File: src/rtl/fb_loader_pkg.sv
// Shared frame-buffer definitions for the byte-stream loader and the VGA read side.
// Pixel geometry, address width, loader state encoding and RGB565 field layout.
package fb_pkg;

  localparam int FB_W    = 400;
  localparam int FB_H    = 300;
  localparam int FB_NPIX = FB_W * FB_H;
  localparam int FB_AW   = 18;

  localparam int FB_R_W   = 5;
  localparam int FB_G_W   = 6;
  localparam int FB_B_W   = 5;
  localparam int FB_PIX_W = FB_R_W + FB_G_W + FB_B_W;

  typedef enum logic [2:0] {
    ST_IDLE = 3'd0,
    ST_SYNC = 3'd1,
    ST_HI   = 3'd2,
    ST_LO   = 3'd3,
    ST_FIN  = 3'd4
  } fb_state_e;

  // The VGA side scans 800x600 and doubles each stored pixel in both directions.
  function automatic logic [FB_AW-1:0] fb_vga_addr(input logic [9:0] x, input logic [9:0] y);
    logic [FB_AW-1:0] row;
    logic [FB_AW-1:0] col;
    row = FB_AW'(y >> 1);
    col = FB_AW'(x >> 1);
    return FB_AW'(row * FB_AW'(FB_W)) + col;
  endfunction

endpackage

File: src/rtl/fb_loader_if.sv
// Byte-stream input and frame-buffer write-side signals of the loader.
interface fb_loader_if;
  import fb_pkg::*;

  logic [7:0]          rx_data;
  logic                rx_valid;
  logic                rx_ready;
  logic                abort;
  logic                we;
  logic [FB_AW-1:0]    waddr;
  logic [FB_PIX_W-1:0] wdata;
  logic                busy;
  logic                done;
  logic                err;

  modport master (
    output rx_data, rx_valid, abort,
    input  rx_ready, we, waddr, wdata, busy, done, err
  );

  modport slave (
    input  rx_data, rx_valid, abort,
    output rx_ready, we, waddr, wdata, busy, done, err
  );

endinterface

File: src/rtl/fb_loader_timeout.sv
// Inter-byte watchdog: reloads on clear, counts down while enabled, flags expiry at zero.
module fb_timeout #(
  parameter int               CNT_W    = 24,
  parameter logic [CNT_W-1:0] LOAD_VAL = '1
) (
  input  logic i_clk,
  input  logic i_rst_n,
  input  logic i_clr,
  input  logic i_en,
  output logic o_expire
);

  logic [CNT_W-1:0] r_cnt;
  logic             w_zero;

  assign w_zero   = (r_cnt == '0);
  assign o_expire = i_en && w_zero;

  always_ff @(posedge i_clk or negedge i_rst_n) begin
    if (!i_rst_n) begin
      r_cnt <= LOAD_VAL;
    end else if (i_clr) begin
      r_cnt <= LOAD_VAL;
    end else if (i_en && !w_zero) begin
      r_cnt <= r_cnt - 1'b1;
    end
  end

endmodule

File: src/rtl/fb_loader.sv
// Frame loader: hunts for the two-byte sync header, then packs byte pairs into
// RGB565 pixel writes for the frame-buffer RAM, with abort and inter-byte timeout.
//
//   state | meaning
//   IDLE  | hunting for SYNC0
//   SYNC  | SYNC0 seen, expecting SYNC1
//   HI    | waiting for a pixel's high byte
//   LO    | waiting for a pixel's low byte, write on arrival
//   FIN   | one-cycle frame end, input stalled, done issued on exit
module fb_loader
  import fb_pkg::*;
#(
  parameter int          PIX_W   = FB_W,
  parameter int          PIX_H   = FB_H,
  parameter logic [7:0]  SYNC0   = 8'hA5,
  parameter logic [7:0]  SYNC1   = 8'h5A,
  parameter logic [23:0] TIMEOUT = 24'd5_000_000
) (
  input  logic       CLK,
  input  logic       RST,
  fb_loader_if.slave bus
);

  localparam logic [FB_AW-1:0] LAST_PIX = FB_AW'(PIX_W * PIX_H - 1);

  fb_state_e           r_state;
  logic [FB_AW-1:0]    r_pix;
  logic [7:0]          r_hi;
  logic                r_we;
  logic [FB_AW-1:0]    r_waddr;
  logic [FB_PIX_W-1:0] r_wdata;
  logic                r_busy;
  logic                r_done;
  logic                r_err;
  logic                r_rx_ready;

  logic w_accept;
  logic w_in_pixel;
  logic w_expire;

  assign w_accept   = bus.rx_valid && r_rx_ready;
  assign w_in_pixel = (r_state == ST_HI) || (r_state == ST_LO);

  fb_timeout #(
    .CNT_W    (24),
    .LOAD_VAL (TIMEOUT - 24'd1)
  ) u_timeout (
    .i_clk    (CLK),
    .i_rst_n  (RST),
    .i_clr    (w_accept || !w_in_pixel),
    .i_en     (w_in_pixel),
    .o_expire (w_expire)
  );

  always_ff @(posedge CLK or negedge RST) begin
    if (!RST) begin
      r_state    <= ST_IDLE;
      r_pix      <= '0;
      r_hi       <= '0;
      r_we       <= 1'b0;
      r_waddr    <= '0;
      r_wdata    <= '0;
      r_busy     <= 1'b0;
      r_done     <= 1'b0;
      r_err      <= 1'b0;
      r_rx_ready <= 1'b0;
    end else begin
      r_we       <= 1'b0;
      r_done     <= 1'b0;
      r_err      <= 1'b0;
      r_rx_ready <= 1'b1;
      case (r_state)
        ST_IDLE: begin
          if (!bus.abort && w_accept && bus.rx_data == SYNC0) begin
            r_state <= ST_SYNC;
          end
        end
        ST_SYNC: begin
          if (bus.abort) begin
            r_state <= ST_IDLE;
          end else if (w_accept) begin
            if (bus.rx_data == SYNC1) begin
              r_state <= ST_HI;
              r_busy  <= 1'b1;
            end else if (bus.rx_data != SYNC0) begin
              r_state <= ST_IDLE;
            end
          end
        end
        ST_HI: begin
          // Abort/timeout win over a byte arriving in the same cycle.
          if (bus.abort || w_expire) begin
            r_err   <= 1'b1;
            r_busy  <= 1'b0;
            r_pix   <= '0;
            r_state <= ST_IDLE;
          end else if (w_accept) begin
            r_hi    <= bus.rx_data;
            r_state <= ST_LO;
          end
        end
        ST_LO: begin
          if (bus.abort || w_expire) begin
            r_err   <= 1'b1;
            r_busy  <= 1'b0;
            r_pix   <= '0;
            r_state <= ST_IDLE;
          end else if (w_accept) begin
            r_we    <= 1'b1;
            r_waddr <= r_pix;
            r_wdata <= {r_hi, bus.rx_data};
            if (r_pix == LAST_PIX) begin
              r_busy     <= 1'b0;
              r_rx_ready <= 1'b0;
              r_state    <= ST_FIN;
            end else begin
              r_pix   <= r_pix + 1'b1;
              r_state <= ST_HI;
            end
          end
        end
        ST_FIN: begin
          r_done  <= 1'b1;
          r_pix   <= '0;
          r_state <= ST_IDLE;
        end
        default: begin
          r_state <= ST_IDLE;
        end
      endcase
    end
  end

  assign bus.rx_ready = r_rx_ready;
  assign bus.we       = r_we;
  assign bus.waddr    = r_waddr;
  assign bus.wdata    = r_wdata;
  assign bus.busy     = r_busy;
  assign bus.done     = r_done;
  assign bus.err      = r_err;

endmodule

File: src/flat_wrapper.sv
// flat-port wrapper written by rule: the top's interface ports become plain ports
module fb_loader_flat import fb_pkg::*;
#(
  parameter int          PIX_W   = FB_W,
  parameter int          PIX_H   = FB_H,
  parameter logic [7:0]  SYNC0   = 8'hA5,
  parameter logic [7:0]  SYNC1   = 8'h5A,
  parameter logic [23:0] TIMEOUT = 24'd5_000_000
)
  (CLK, RST, bus_rx_data, bus_rx_valid, bus_abort, bus_rx_ready, bus_we, bus_waddr, bus_wdata, bus_busy, bus_done, bus_err);
  fb_loader_if bus_i ();
  input  logic CLK;
  input  logic RST;
  input wire logic [$bits(bus_i.rx_data)-1:0] bus_rx_data;
  input wire logic [$bits(bus_i.rx_valid)-1:0] bus_rx_valid;
  input wire logic [$bits(bus_i.abort)-1:0] bus_abort;
  output wire logic [$bits(bus_i.rx_ready)-1:0] bus_rx_ready;
  output wire logic [$bits(bus_i.we)-1:0] bus_we;
  output wire logic [$bits(bus_i.waddr)-1:0] bus_waddr;
  output wire logic [$bits(bus_i.wdata)-1:0] bus_wdata;
  output wire logic [$bits(bus_i.busy)-1:0] bus_busy;
  output wire logic [$bits(bus_i.done)-1:0] bus_done;
  output wire logic [$bits(bus_i.err)-1:0] bus_err;
  assign bus_i.rx_data = bus_rx_data;
  assign bus_i.rx_valid = bus_rx_valid;
  assign bus_i.abort = bus_abort;
  assign bus_rx_ready = bus_i.rx_ready;
  assign bus_we = bus_i.we;
  assign bus_waddr = bus_i.waddr;
  assign bus_wdata = bus_i.wdata;
  assign bus_busy = bus_i.busy;
  assign bus_done = bus_i.done;
  assign bus_err = bus_i.err;
  fb_loader #(.PIX_W(PIX_W), .PIX_H(PIX_H), .SYNC0(SYNC0), .SYNC1(SYNC1), .TIMEOUT(TIMEOUT)) u_core (.CLK(CLK), .RST(RST), .bus(bus_i));
endmodule
File: config.mk
export PLATFORM = sky130hd
export DESIGN_NAME = fb_loader_flat
export DESIGN_NICKNAME = d
export VERILOG_FILES = /design/src/rtl/fb_loader_pkg.sv /design/src/rtl/fb_loader_if.sv /design/src/rtl/fb_loader_timeout.sv /design/src/rtl/fb_loader.sv /design/src/flat_wrapper.sv
export SDC_FILE = /design/constraint.sdc
export NUM_CORES = 1
export LEC_CHECK = 0
export CAP_MARGIN = 20
export CORE_ASPECT_RATIO = 0.5
export CORE_MARGIN = 2
export CORE_UTILIZATION = 45
export CTS_CLUSTER_DIAMETER = 120
export CTS_CLUSTER_SIZE = 14
export DETAILED_ROUTE_END_ITERATION = 8
export GPL_TIMING_DRIVEN = 0
export MAX_ROUTING_LAYER = met4
export PLACE_DENSITY = 0.66
export SYNTH_ARGS = -nofsm -noshare
export SYNTH_HDL_FRONTEND = slang
export SYNTH_HIERARCHICAL = 1
export SYNTH_SLANG_ARGS = --single-unit
export TNS_END_PERCENT = 100
File: constraint.sdc
create_clock -name CLK -period 8.1 [get_ports CLK]
set_input_delay 0.81 -clock CLK [delete_from_list [all_inputs] [get_ports CLK]]
set_output_delay 0.81 -clock CLK [all_outputs]
set_load 0.005 [all_outputs]
Word-level counts from Yosys, hierarchy flattened. Index checks and enable logic that the tools add are counted.

Register bits after elaboration: 92. Input bits: 12. Logic and storage cells: 91.

Add/subtract/negate cells: 2. Equality and inequality tests: 19. Multiplexer cells: 36. Bitwise logic cells: 1. Reduce and logical (&&, ||, !) cells: 22.

Operators by type and width (count): 18-bit 2-to-1 mux (4); 18-bit case mux with 3 select lines (1); 24-bit 2-to-1 mux (2); 3-bit 2-to-1 mux (10); 24-bit logical NOT (1); 24-bit by 1-bit subtractor with 24-bit output (second input constant) (1); 18-bit by 1-bit adder with 18-bit output (second input constant) (1); 18-bit by 17-bit == test with 1-bit output (second input constant) (1); 1-bit 2-to-1 mux (17); 3-bit case mux with 4 select lines (1); 3-bit by 2-bit inequality test with 1-bit output (second input constant) (3); 8-bit by 7-bit == test with 1-bit output (second input constant) (1); 8-bit == test (second input constant) (1); 8-bit inequality test (second input constant) (1); 7-bit AND reduction (1); 3-bit by 2-bit == test with 1-bit output (second input constant) (2); 2-bit by 1-bit inequality test with 1-bit output (second input constant) (3); 3-bit inequality test (second input constant) (2); 3-bit AND reduction (2); 3-bit nonzero test (2); 1-bit logical AND (5); 5-bit AND reduction (1); 2-bit inequality test (second input constant) (2); 4-bit by 2-bit inequality test with 1-bit output (second input constant) (1); other kinds (10) (14).

Depth between registers and ports, before layout. Gate-level depths: netlist of run 1.

Word-level depth: 6. Depth in mapped cells: 12. Mapped depth without buffers: 11.

By module. The synthesis of run 1 kept the hierarchy.

Modules (own cells, without submodules): fb_loader (instances 1, cells an instance 337, area each 3194.3 µm²); fb_timeout (instances 1, cells an instance 138, area each 1377.6 µm²).

Least setup slack after synthesis of run 1. No wires, ideal clock.

Path kind: reg-to-reg. From: register u_core.u_timeout.r_cnt[12]. To: register u_core.r_pix[16]. Arrival: 3.164 ns. Setup slack: 4.858 ns. Cell stages (with the launch flop): 11. Path buffers: 1. Clock period less this slack: 3.242 ns. Path through: dfrtp_1 or4_4 or4_4 nor2_2 and2_1 nor4b_2 and4_1 a21o_1 buf_6 or4_1 a21oi_1.

Cells in the longest elaborated chain, start to end: 5. Elaborated cells between the ends (all ways): 9. Those cells by class: eq/ne (3); mux (2); reduce/logical (4).

RTL lines: start, declared (RTL line fb_loader_timeout.sv:13) `logic [CNT_W-1:0] r_cnt;`; start signal, assigned (RTL line fb_loader_timeout.sv:25) `r_cnt <= r_cnt - 1'b1;`; 24-bit logical NOT (*) (RTL line fb_loader_timeout.sv:16) `assign w_zero = (r_cnt == '0);`; 1-bit logical AND (*) (RTL line fb_loader_timeout.sv:17) `assign o_expire = i_en && w_zero;`; net u_core.w_expire (RTL line fb_loader.sv:39) `logic w_expire;`; 1-bit logical OR (*) (RTL line fb_loader.sv:92, fb_loader.sv:103); 3-bit inequality test (no source line) (tied with other cells); 4-bit AND reduction (no source line) / 18-bit case mux with 3 select lines (equally long branches); end signal, assigned (RTL line fb_loader.sv:117) `r_pix <= r_pix + 1'b1;`; end, declared (RTL line fb_loader.sv:27) `logic [FB_AW-1:0] r_pix;`.

The timed path passes the listed nets; every way through them passes the cells marked *. A chain may end at the register's enable or synchronous reset.

Worst setup path after layout of run 1.
From: register u_core.u_timeout.r_cnt[16]. To: register u_core.r_waddr[14] (netlist: u_core/bus.waddr[14]).

Cells in the longest elaborated chain, start to end: 5.

RTL lines: 24-bit logical NOT (RTL line fb_loader_timeout.sv:16); 1-bit logical AND (RTL line fb_loader_timeout.sv:17); net u_core.w_expire (RTL line fb_loader.sv:39); 1-bit logical OR (RTL line fb_loader.sv:103) `if (bus.abort || w_expire) begin`; 1-bit inverter (no source line); 3-bit AND reduction (no source line); end signal, assigned (RTL line fb_loader.sv:110) `r_waddr <= r_pix;`; end, declared (RTL line fb_loader.sv:30) `logic [FB_AW-1:0] r_waddr;`.

The timed path passes the listed nets, and every way through them passes these cells.

==> metrics.md, run 1 <==
| Metric | Value |
|---|---|
| Post-CTS clock slew at the launch and capture registers of the worst setup and hold paths | 0.07 ns |
| Clk_lat worst skew | between 0.3 and 0.4 ns |
| Post-synthesis register bit count | 92 |
| GPL Wtd Cong | between 0.8 and 0.9 |
| Setup TNS Final | 0 ns |
| Post-synthesis instance area | around 4600 µm² |
| Number of antenna violations at the first check in global routing | 0 |
| Slew Limit Fails | 0 |
| Row Count | 25 |
| Synth unique cells | 73 |
| Clock sinks | 92 |
| Period utilisation layout | a little under half |
| Count of pins on the block boundary | 51 |
| Worst min path class | in2async |
| Share of layout cells above drive strength 1 | between 10% and 20% |
| Total length of routed wires | about 10000 µm |
| Clock tree skew after final layout | between 0.009 and 0.01 ns |
| Number of synthesis warnings | 6 |
| Async SR Flop Fraction | 100.0% |
| Setup bufs post-CTS | 0 |
| Achievable Freq | around 270 MHz |
| Fill count | roughly 860 |
| Synthesized area per cell | approximately 9.6 µm² |
| Area growth from synthesis to layout | 21.84% |
| Data arrival time of the worst path | ~4.1 ns |
| Largest net degree at the start of global routing | 57 |
| Number of enable flip-flop cells after synthesis | 0 |
| Leakage | roughly 2.4 nW |
| Vias in the first global route | between 3000 and 4000 |
| Endpoint required time on the critical path | 8.38 ns |
| Max-slew headroom at the worst pin | a little under three fifths |
| Area of the core | between 9000 and 10000 µm² |
| Number of resized instances in the post-cts repair step | 0 |
| TritonCTS buffer count | 9 |
| Total half-perimeter wirelength after legalization and detailed placement | about 7300 µm |
| Remaining global-route overflow | 0 |
| First-pass GRT wire length | ~18000 µm |
| Net count after synthesis | 490 |
| Run status | complete, no violations |
| Peak supply drop | 0.0001346 V |
| Inserted Diodes | 0 |
| Total routing usage reported by global routing | a little over a fifth |
| Worst setup SP type | flip-flop |
| Layout net count | between 500 and 600 |
| Sequential cell area fraction in the yosys report | about half |
| CTS root buffer | sky130_fd_sc_hd__clkbuf_16 |
| End-of-flow core utilization | 57.63% |
| Initial Utilization | 47.30% |
| Setup repair after global routing missed its margin | false |
| Drt wl/cell | between 15 and 20 µm |
| Number of iterations in the first detailed-routing pass | 4 |
| Number of routed nets with antenna violations | 0 |
| Via total after detailed routing | 3676 |
| Violation count after the first detailed-routing iteration | approximately 320 |
| Port Buf Inserts | approximately 50 |
| Final critical-path required period | 3.765 ns |
| Crit path max fanout | 10 |
| Routed via count divided by cell count | 5.446 |
| H-tree levels | 3 |
| CTS tree | done |
| Tightest Pin Transition | about 0.67 ns |
| Total count of hold-check failures in the final report | 0 |
| Max_cap viols | 0 |
| Final setup violation count | 0 |
| Total DRC errors in the routed layout | 0 |
| Die X-Extent | 146.5 µm |
| Type of destination of the critical path | flip-flop |
| Die area | about 11000 µm² |
| Cell Pwr Density | between 150 and 200 nW/µm² |
| Critical path type | reg2reg |
| Vertical die dimension | around 75 µm |
| Top FF cell, synth | sky130_fd_sc_hd__dfrtp_1 |
| Bufs on Longest Clock Path | 2 |
| Hold-fix buffer count after cts | 0 |
| Syn Inst Count | approximately 480 |
[per-layer routing]
metal / up-vias / track usage (%) / part of all wire, %
met5: - / - / 0
met4: 0 / 4.962 / 0.55
met3: 4 / 4.606 / 4.0
met2: 73 / 32.23 / 44
met1: 1784 / 29.91 / 51
li1: 1815 / - / -
[critical path, stage by stage (launching register included)]
cell and delay (ns):
sky130_fd_sc_hd__dfrtp_1 0.43, sky130_fd_sc_hd__or4_1 0.61, sky130_fd_sc_hd__or4_4 0.55, sky130_fd_sc_hd__nor2_2 0.33
sky130_fd_sc_hd__and2_1 0.31, sky130_fd_sc_hd__nor4b_2 0.10, sky130_fd_sc_hd__nand3_1 0.31, sky130_fd_sc_hd__clkbuf_1 0.43
sky130_fd_sc_hd__clkbuf_1 0.43, sky130_fd_sc_hd__nand2_1 0.12, sky130_fd_sc_hd__nand2_1 0.08
[area by class of cell]
| type | instances | area (µm²) | area share, % |
|---|---|---|---|
| Timing Repair Buffer | 50 | 515.5 | 9.254 |
| Inverter | 11 | 41.29 | 0.7412 |
| Tap cell | 135 | 168.9 | 3.032 |
| Buffer | 22 | 120.1 | 2.156 |
| Clock inverter | 6 | 88.84 | 1.595 |
| Sequential cell | 92 | 2318 | 41.62 |
| Multi-Input combinational cell | 350 | 2092 | 37.56 |
| Clock buffer | 9 | 225.2 | 4.043 |
[cell usage in the layout (no fill, tap or decap), drive strengths merged, types with 3 or more instances in the layout]
cell type and n:
nor2b 8, nand4 7, or4 14, nand2b 8
nand3 10, and2 8, and4 4, mux2 12
buf 13, nor4 6, clkdlybuf4s50 48, or2 3
dfstp 13, nand2 119, nor2 20, inv 11
and4bb 3, a21oi 23, o21ai 21, xor2 7
ha 3, nor3 11, or3 6, o211ai 8
dfrtp 79, o31ai 10, nor4bb 4, clkbuf 20
[Yosys cell counts (all sizes together) (2+ instances only)]
| master | count | share of area (%) |
|---|---|---|
| nand2 | 119 | 9.8 |
| dfrtp | 79 | 43 |
| a21oi | 23 | 2.6 |
| o21ai | 21 | 2.6 |
| nor2 | 20 | 1.7 |
| or4 | 14 | 2.5 |
| dfstp | 13 | 7.5 |
| mux2 | 12 | 3.0 |
| buf | 11 | 1.7 |
| clkbuf | 11 | 0.90 |
| nor3 | 11 | 1.3 |
| inv | 10 | 0.82 |
| nand3 | 10 | 1.1 |
| o31ai | 10 | 1.6 |
| and2 | 8 | 1.1 |
| nand2b | 8 | 1.1 |
| nor2b | 8 | 1.1 |
| o211ai | 8 | 1.4 |
| nand4 | 7 | 0.96 |
| xor2 | 7 | 1.3 |
| nor4 | 6 | 0.82 |
| or3 | 6 | 0.88 |
| and4 | 4 | 0.77 |
| nor4bb | 4 | 0.88 |
| and4bb | 3 | 0.82 |
| ha | 3 | 0.82 |
| or2 | 3 | 0.41 |
| a41oi | 2 | 0.38 |
| mux2i | 2 | 0.44 |
| nand4b | 2 | 0.38 |
| nor4b | 2 | 0.52 |
| o311ai | 2 | 0.38 |
| o41ai | 2 | 0.38 |
| or3b | 2 | 0.38 |
| xnor2 | 2 | 0.38 |
[flip-flops by register name (all words and copies together), names as in the netlist]
signal                  count
u_core/bus.busy             1
u_core/bus.wdata           16
u_core/bus.err              1
u_core/bus.done             1
u_core/r_state              3
u_core/bus.rx_ready         1
u_core/r_pix               18
u_core/bus.waddr           18
u_core/u_timeout/r_cnt     24
u_core/r_hi                 8
u_core/bus.we               1
[report_power, final]
part	switching, mW	internal, mW
clock network	0.181	0.269
logic	0.0187	0.0151
registers	0.00396	0.466
total	0.204	0.750
[logic make-up after synthesis]
family                     after synthesis  share of synthesized area [%]
and+or+nand+nor                        242                          27.64
DFF                                     92                          50.71
AOI/OAI and AO/OA                       82                          12.18
buffers and inverters                   33                          3.530
muxes                                   14                          3.394
xor gates and xnor gates                 9                          1.724
adders and majority gates                3                         0.8211
[metrics by stage]
stage	worst slack, ns	power (mW)	area [µm²]	hold slack [ns]	cells
2_1_floorplan	4.858	0.4885	4572	0.4348	475
3_3_place_gp	2.708	0.5108	5231	0.4480	659
3_5_place_dp	4.361	0.5129	5256	0.4538	660
4_1_cts	4.334	0.9670	5570	0.4450	675
5_1_grt	3.975	0.9896	5570	0.4631	675
6_report	4.335	0.9540	5570	0.4320	675
[path summary, 6_finish.rpt]
kind | cells after the start | startpoint | slack (ns) | end
min reg2reg | 2 | u_core/r_hi[0] | 0.47 | u_core/bus.wdata[8]
max in group asynchronous | 2 | RST | 6.96 | u_core/u_timeout/r_cnt[3]
max reg2reg | 10 | u_core/u_timeout/r_cnt[16] | 4.34 | u_core/bus.waddr[14]
min in group CLK | 2 | u_core/r_hi[0] | 0.47 | u_core/bus.wdata[8]
min | 1 | RST | 0.43 | u_core/u_timeout/r_cnt[10]
max | 10 | u_core/u_timeout/r_cnt[16] | 4.34 | u_core/bus.waddr[14]
Note: power is estimated with default switching activity, not from simulation.
==> run 2: changes to the inputs <==
--- a/config.mk
+++ b/config.mk
@@ -14,7 +14,7 @@
 export DETAILED_ROUTE_END_ITERATION = 8
 export GPL_TIMING_DRIVEN = 0
 export MAX_ROUTING_LAYER = met4
-export PLACE_DENSITY = 0.66
+export PLACE_DENSITY = 0.69
 export SYNTH_ARGS = -nofsm -noshare
 export SYNTH_HDL_FRONTEND = slang
 export SYNTH_HIERARCHICAL = 1
==> constraint.sdc (replaced) <==
create_clock -name CLK -period 3.45 [get_ports CLK]
set_input_delay 0.345 -clock CLK [delete_from_list [all_inputs] [get_ports CLK]]
set_output_delay 0.345 -clock CLK [all_outputs]
set_load 0.005 [all_outputs]
==> run 2 against run 1 <==
Clock skew about the same. Cell count up 1.3%. Hold slack got worse by 0.10 ns. Wire length up 1.2%. Critical path depth is the same. Core utilization up 0.87 points. Count of clock-buffer cells in the layout is 1 higher. Combinational power increased by 140%. Sequential share of layout area decreased by 0.62 points. Clock power grew 140%. Largest power group unchanged.
==> metrics.md, run 2 (same netlist as run 1, synthesis figures left out) <==
| Metric | Value |
|---|---|
| R2r startpoint | u_core/u_timeout/r_cnt[12] |
| Die X-Extent | 146.5 µm (unchanged) |
| Share of layout cells above drive strength 1 | 16.03% (+2.3 points) |
| CTS tree | done |
| Total count of hold-check failures in the final report | 0 (unchanged) |
| Port Buf Inserts | 49 (unchanged) |
| CTS root buffer | sky130_fd_sc_hd__clkbuf_16 |
| Clock power frac | 47.2% (about the same) |
| Period utilisation layout | 96.93% (+50 points) |
| Data arrival time of the worst path | 3.61 ns (-0.44 ns) |
| Minimum setup slack after placement | -0.2673 ns (-4.629 ns) |
| Filler-free cell count of the finished design | 684 (+1.3%) |
| Cell Pwr Density | 396.2 nW/µm² (+130%) |
| Depth of the worst register-to-register path | 10 (unchanged) |
| Area after DPL | 5256 µm² (unchanged) |
| First-pass GRT wire length | 18160 µm (+1.3%) |
| Worst Setup EP | u_core/r_pix[16] |
| Number of antenna violations at the first check in global routing | 0 (unchanged) |
| Bufs on Longest Clock Path | 2 (unchanged) |
| Run status | complete, no violations |
| Switching Share | 21.22% (-0.15 points) |
| Post-route cell area | 5654 µm² (+1.5%) |
| Clk_lat worst skew | 0.35 ns (about the same) |
| Largest register by flop count | u_core/u_timeout/r_cnt |
| Routed via count divided by cell count | 5.516 (+1.3%) |
| Area growth from synthesis to layout | 23.67% |
| TritonCTS buffer count | 9 (unchanged) |
| Clock sinks | 92 (unchanged) |
| Initial Utilization | 47.30% (unchanged) |
| Worst setup SP type | flip-flop |
| Critical path type | reg2reg |
| Switching Power | 475.3 µW (+130%) |
| Die area | 11030 µm² (unchanged) |
| Final setup violation count | 0 (unchanged) |
| Count of pins on the block boundary | 51 (unchanged) |
| Remaining global-route overflow | 0 (unchanged) |
| Post-CTS clock slew at the launch and capture registers of the worst setup and hold paths | 0.07 ns (about the same) |
| Final critical-path required period | 3.344 ns (-0.4205 ns) |
| Max_cap viols | 0 (unchanged) |
| Leading cell type in the layout, fill and taps excluded | sky130_fd_sc_hd__nand2_1 |
| Number of routed nets with antenna violations | 0 (unchanged) |
| H-tree levels | 3 (unchanged) |
| Largest net degree at the start of global routing | 57 (unchanged) |
| Power Total | 2.240 mW (+130%) |
| Tightest hold margin | 0.3297 ns (-0.1023 ns) |
| Total length of routed wires | 10560 µm (+1.2%) |
| Peak supply drop | 0.0002313 V (+72%) |
| Commonest cells after routing, fill and taps aside | sky130_fd_sc_hd__nand2_1, sky130_fd_sc_hd__dfrtp_1, sky130_fd_sc_hd__clkdlybuf4s50_1 |
| Achievable Freq | 299.0 MHz (+13%) |
| Endpoint required time on the critical path | 3.72 ns (-4.66 ns) |
| Total half-perimeter wirelength after legalization and detailed placement | 7312 µm (+0.28%) |
| Layout net count | 559 (+1.5%) |
| Setup repair after global routing missed its margin | false |
| Violation count after the first detailed-routing iteration | 247 (-22%) |
| Area of the core | 9666 µm² (unchanged) |
| Tightest Pin Transition | 0.6461 ns (-0.02203 ns) |
| Total DRC errors in the routed layout | 0 (unchanged) |
| Type of destination of the critical path | flip-flop |
| Flip-flop count of the largest register after layout | 24 (unchanged) |
| Power Internal | 1.765 mW (+140%) |
| Row Count | 25 (unchanged) |
| Drt wl/cell | 15.44 µm (-0.13%) |
| Inserted Diodes | 0 (unchanged) |
| Minimum setup slack in the final design | 0.1058 ns (-4.229 ns) |
| Number of iterations in the first detailed-routing pass | 4 (unchanged) |
| R2r setup slk | 0.11 ns (-4.23 ns) |
| Logic pwr share | 3.6% (about the same) |
| Total routing usage reported by global routing | 21.65% (+0.27 points) |
| Vertical die dimension | 75.28 µm (unchanged) |
| Crit path max fanout | 10 (unchanged) |
| Clock tree skew after final layout | 0.008893 ns (-0.0004087 ns) |
| Worst min path class | in2reg |
| Vias in the first global route | 3627 (+3.1%) |
| Max-slew headroom at the worst pin | 56.69% (+1.5 points) |
| Cells after DPL | 660 (unchanged) |
| Leakage | 2.445 nW (+2.3%) |
| Via total after detailed routing | 3773 (+2.6%) |
| Proportion of power drawn by flip-flops and latches | 49.2% (about the same) |
| Worst setup startpoint | u_core/u_timeout/r_cnt[12] |
| Worst flop-to-flop path endpoint | u_core/r_pix[16] |
| Slew Limit Fails | 0 (unchanged) |
| Fill count | 839 (-2.7%) |
| GPL Wtd Cong | 0.8637 (+3.4%) |
[run 2: changes by cell type in the layout (fill, tap and decap cells not counted), sizes merged]
| cell | previous run | this run |
|---|---|---|
| buf | 13 | 20 |
| clkbuf | 20 | 21 |
| clkinv | 2 | 3 |
| dlygate4sd3 | 0 | 1 |
| inv | 11 | 10 |
[run 2: area by class of cell]
type,count,area (µm²),share of cell area [%]
buffer,22,126.4,2.235
clock buffer,10,229.0,4.050
clock inverter,6,88.84,1.571
inverter,11,41.29,0.7303
multi-input combinational,350,2103,37.20
sequential,92,2318,41.00
tap,135,168.9,2.987
timing repair buffer,58,578.1,10.22
[run 2: worst min-delay path by stage]
stage,cells after the start,slack (ns),from,endpoint
4_1_cts,2,0.32,bus_abort,u_core/r_state[0]
3_5_place_dp,1,0.35,RST,u_core/u_timeout/r_cnt[12]
5_1_grt,2,0.33,bus_abort,u_core/r_state[0]
3_3_place_gp,2,0.45,u_core/r_hi[7],u_core/bus.wdata[15]
2_1_floorplan,0,0.05,RST,u_core/bus.busy
6_report,2,0.33,bus_abort,u_core/r_state[0]
[run 2: critical path, cell delays in order, from the launching register on]
cell and delay [ns]:
sky130_fd_sc_hd__dfrtp_1 0.43, sky130_fd_sc_hd__or4_4 0.57, sky130_fd_sc_hd__or4_4 0.58, sky130_fd_sc_hd__nor2_4 0.18, sky130_fd_sc_hd__and2_4 0.20, sky130_fd_sc_hd__nor4b_2 0.07
sky130_fd_sc_hd__and4_1 0.24, sky130_fd_sc_hd__a21o_1 0.23, sky130_fd_sc_hd__buf_6 0.15, sky130_fd_sc_hd__or4_1 0.47, sky130_fd_sc_hd__a21oi_1 0.16
[run 2: metrics by stage]
stage / setup TNS (ns) / util (%)
after detailed placement: -5.539 / 54.38
after CTS: 0 / 57.89
final: 0 / 58.50
after global placement: -116.74 / 54.12
after global routing: 0 / 58.50
after floorplan: 0 / -
[run 2: routing by layer]
layer  up-vias  wire, µm  GRT usage, %
met4         0        74         5.825
met2        70      4778         33.60
li1       1830         -             -
met1      1864      5329         29.49
met3         9       377         4.424
met5         -         0             -
[run 2: power groups by stage]
stage	combinational, mW	sequential, mW	clock, mW
after floorplan	0.0257	1.12	0
after global placement	0.0761	1.12	0
after detailed placement	0.0805	1.12	0
after CTS	0.0818	1.10	1.08
after global routing	0.0891	1.10	1.13
final	0.0799	1.10	1.06
[run 2: repair_timing]
item                                    4_1_cts  5_1_grt
pin swaps                                     1        2
hold buffers                                  1        0
setup buffers                                 0        7
gates resized for setup                       6        4
endpoints found under the setup margin       34       45
endpoints found under the hold margin        29        0
==> run 3: changes to the inputs <==
--- a/config.mk
+++ b/config.mk
@@ -9,7 +9,8 @@
 export CORE_ASPECT_RATIO = 0.5
 export CORE_MARGIN = 2
 export CORE_UTILIZATION = 45
-export CTS_CLUSTER_DIAMETER = 120
+export CTS_BUF_LIST = sky130_fd_sc_hd__clkbuf_2
+export CTS_CLUSTER_DIAMETER = 150
 export CTS_CLUSTER_SIZE = 14
 export DETAILED_ROUTE_END_ITERATION = 8
 export GPL_TIMING_DRIVEN = 0
==> run 3 against run 2 <==
Maximum frequency increased by 0.62%. Global-route usage decreased by 0.30 points. Count of clock-buffer cells in the layout unchanged. First-iteration DRC count decreased by 3.6%. Largest power group unchanged. Critical endpoint unchanged. Largest cell class unchanged. Non-clock buffer count decreased by 3.
==> metrics.md, run 3 (same netlist as run 1, synthesis figures left out) <==
| Metric | Value |
|---|---|
| Switching Power | 424.8 µW (-11%) |
| End-of-flow core utilization | 56.40% (-2.1 points) |
| Slew Limit Fails | 0 (unchanged) |
| Clk_lat worst skew | 0.55 ns (+0.20 ns) |
| Run status | complete, no violations |
| Via total after detailed routing | 3751 (-0.58%) |
| CP Cell Sequence | or4_4 -> or4_4 -> nor2_4 -> and2_2 -> nor4b_2 -> and4_1 -> a21o_1 -> buf_6 -> or4_1 -> a21oi_1 |
| Achievable Freq | 300.9 MHz (+0.62%) |
| Switching Share | 23.62% (+2.4 points) |
| GPL Wtd Cong | 0.8637 (unchanged) |
| Count of pins on the block boundary | 51 (unchanged) |
| Area of the core | 9666 µm² (unchanged) |
| Drt wl/cell | 15.25 µm (-1.2%) |
| Filler-free cell count of the finished design | 681 (-0.44%) |
| Largest net degree at the start of global routing | 57 (unchanged) |
| Post-CTS clock slew at the launch and capture registers of the worst setup and hold paths | 0.26 ns (+0.19 ns) |
| Total DRC errors in the routed layout | 0 (unchanged) |
| Total routing usage reported by global routing | 21.35% (-0.30 points) |
| Max-slew headroom at the worst pin | 56.48% (-0.21 points) |
| Number of iterations in the first detailed-routing pass | 4 (unchanged) |
| Port Buf Inserts | 49 (unchanged) |
| Final setup violation count | 0 (unchanged) |
| Commonest cells after routing, fill and taps aside | sky130_fd_sc_hd__nand2_1, sky130_fd_sc_hd__dfrtp_1, sky130_fd_sc_hd__clkdlybuf4s50_1 |
| H-tree levels | 3 (unchanged) |
| Worst min path class | in2reg |
| Total count of hold-check failures in the final report | 0 (unchanged) |
| Period utilisation layout | 96.33% (-0.60 points) |
| Die area | 11030 µm² (unchanged) |
| Worst setup SP type | flip-flop |
| Slowest CP cell | sky130_fd_sc_hd__or4_4 |
| Area growth from synthesis to layout | 19.24% |
| Vertical die dimension | 75.28 µm (unchanged) |
| Leading cell type in the layout, fill and taps excluded | sky130_fd_sc_hd__nand2_1 |
| Data arrival time of the worst path | 3.81 ns (+0.20 ns) |
| Minimum setup slack after placement | -0.2673 ns (unchanged) |
| Row Count | 25 (unchanged) |
| Clock sinks | 92 (unchanged) |
| Final critical-path required period | 3.323 ns (-0.02071 ns) |
| Total length of routed wires | 10390 µm (-1.6%) |
| Die X-Extent | 146.5 µm (unchanged) |
| Clock tree skew after final layout | 0.03380 ns (+0.02491 ns) |
| TritonCTS buffer count | 9 (unchanged) |
| CTS tree | done |
| Number of antenna violations at the first check in global routing | 0 (unchanged) |
| Setup repair after global routing missed its margin | false |
| R2r startpoint | u_core/u_timeout/r_cnt[13] |
| Cells after DPL | 660 (unchanged) |
| Number of routed nets with antenna violations | 0 (unchanged) |
| Worst flop-to-flop path endpoint | u_core/r_pix[16] |
| Cell Pwr Density | 330.0 nW/µm² (-17%) |
| Depth of the worst register-to-register path | 10 (unchanged) |
| Largest register by flop count | u_core/u_timeout/r_cnt |
| Layout net count | 556 (-0.54%) |
| Violation count after the first detailed-routing iteration | 238 (-3.6%) |
| Flip-flop count of the largest register after layout | 24 (unchanged) |
| Clock power frac | 34.2% (-13 points) |
| Bufs on Longest Clock Path | 2 (unchanged) |
| Remaining global-route overflow | 0 (unchanged) |
| R2r setup slk | 0.13 ns (+0.02 ns) |
| Worst path max stage delay | 0.58 ns (about the same) |
| Total half-perimeter wirelength after legalization and detailed placement | 7312 µm (unchanged) |
| Vias in the first global route | 3626 (-0.028%) |
| Number of instances on the worst hold path | 2 (unchanged) |
| Max_cap viols | 0 (unchanged) |
| WHS Endpoint | u_core/r_state[0] |
| Initial Utilization | 47.30% (unchanged) |
| Critical path type | reg2reg |
| Peak supply drop | 0.0001633 V (-29%) |
| Hold Crit Start | bus_abort |
| Logic pwr share | 4.4% (+0.8 points) |
| Endpoint required time on the critical path | 3.94 ns (+0.22 ns) |
| Crit path max fanout | 10 (unchanged) |
| Setup TNS Final | 0 ns (unchanged) |
| Type of destination of the critical path | flip-flop |
| Leakage | 2.367 nW (-3.2%) |
| Cell occurring most often along the worst timing path | sky130_fd_sc_hd__or4_4 |
| Power Internal | 1.374 mW (-22%) |
| Share of layout cells above drive strength 1 | 15.93% (-0.095 points) |
| First-pass GRT wire length | 18020 µm (-0.76%) |
| CTS root buffer | sky130_fd_sc_hd__clkbuf_2 |
| Minimum setup slack in the final design | 0.1266 ns (+0.02071 ns) |
| Inserted Diodes | 0 (unchanged) |
| Tightest Pin Transition | 0.6493 ns (+0.003196 ns) |
| Tightest hold margin | 0.1046 ns (-0.2251 ns) |
| Routed via count divided by cell count | 5.508 (-0.15%) |
| Proportion of power drawn by flip-flops and latches | 61.4% (+12 points) |
## run 3: cell count changes in the layout (fill, tap and decap cells not counted)
cell	delta
sky130_fd_sc_hd__clkbuf_16	-9
sky130_fd_sc_hd__clkinv_1	-1
sky130_fd_sc_hd__and2_4	-1
sky130_fd_sc_hd__clkbuf_2	+11
sky130_fd_sc_hd__buf_2	-1
sky130_fd_sc_hd__and2_2	+1
sky130_fd_sc_hd__clkbuf_1	-1
sky130_fd_sc_hd__buf_4	-3
sky130_fd_sc_hd__inv_2	+1
## run 3: critical path, delay by kind of cell, from the launching register on
kind	cells	cell delay, ns
AOI/OAI and AO/OA	2	0.38
buffers and inverters	1	0.15
DFF	1	0.48
and+or+nand+nor	7	2.25
## run 3: final cells by class
| type | count | area [µm²] |
|---|---|---|
| timing repair buffer | 55 | 555.5 |
| tap | 135 | 168.9 |
| buffer | 22 | 126.4 |
| inverter | 11 | 41.29 |
| fill | 879 | 4214 |
| clock buffer | 10 | 50.05 |
| multi-input combinational | 350 | 2102 |
| clock inverter | 6 | 88.84 |
| sequential | 92 | 2318 |
## run 3: what timing repair did
item / in CTS / in global routing
gates resized for setup: 4 / 7
pin swaps: 2 / 0
setup buffers: 3 / 1
endpoints found under the hold margin: 29 / 0
hold buffers: 1 / 0
endpoints found under the setup margin: 37 / 21
## run 3: routing by layer
layer | global-route usage (%) | up-vias | routed length (µm)
li1 | - | 1818 | -
met1 | 29.14 | 1848 | 5276
met2 | 33.23 | 81 | 4649
met3 | 4.848 | 4 | 408
met4 | 4.531 | 0 | 54
met5 | - | - | 0
## run 3: worst max-delay path by stage
stage                                from             endpoint  slack, ns
2_1_floorplan  u_core/u_timeout/r_cnt[12]     u_core/r_pix[16]       0.21
3_3_place_gp                          RST  u_core/bus.waddr[1]      -1.38
3_5_place_dp   u_core/u_timeout/r_cnt[16]  u_core/bus.waddr[9]      -0.27
4_1_cts        u_core/u_timeout/r_cnt[16]     u_core/r_pix[16]       0.09
5_1_grt        u_core/u_timeout/r_cnt[13]     u_core/r_pix[16]      0.006
6_report       u_core/u_timeout/r_cnt[13]     u_core/r_pix[16]       0.13
## run 3: power groups by stage
| stage | clock, mW | combinational, mW | sequential [mW] |
|---|---|---|---|
| detailed placement | 0 | 0.0805 | 1.12 |
| CTS | 0.635 | 0.0818 | 1.11 |
| global route | 0.681 | 0.0890 | 1.11 |
| global placement | 0 | 0.0761 | 1.12 |
| floorplan | 0 | 0.0257 | 1.12 |
| finish | 0.614 | 0.0794 | 1.11 |
## run 3: metrics by stage
stage | instance area [µm²] | power, mW
finish | 5451 | 1.799
global route | 5451 | 1.879
CTS | 5436 | 1.823
detailed placement | 5256 | 1.204
global placement | 5231 | 1.198
floorplan | 4572 | 1.147
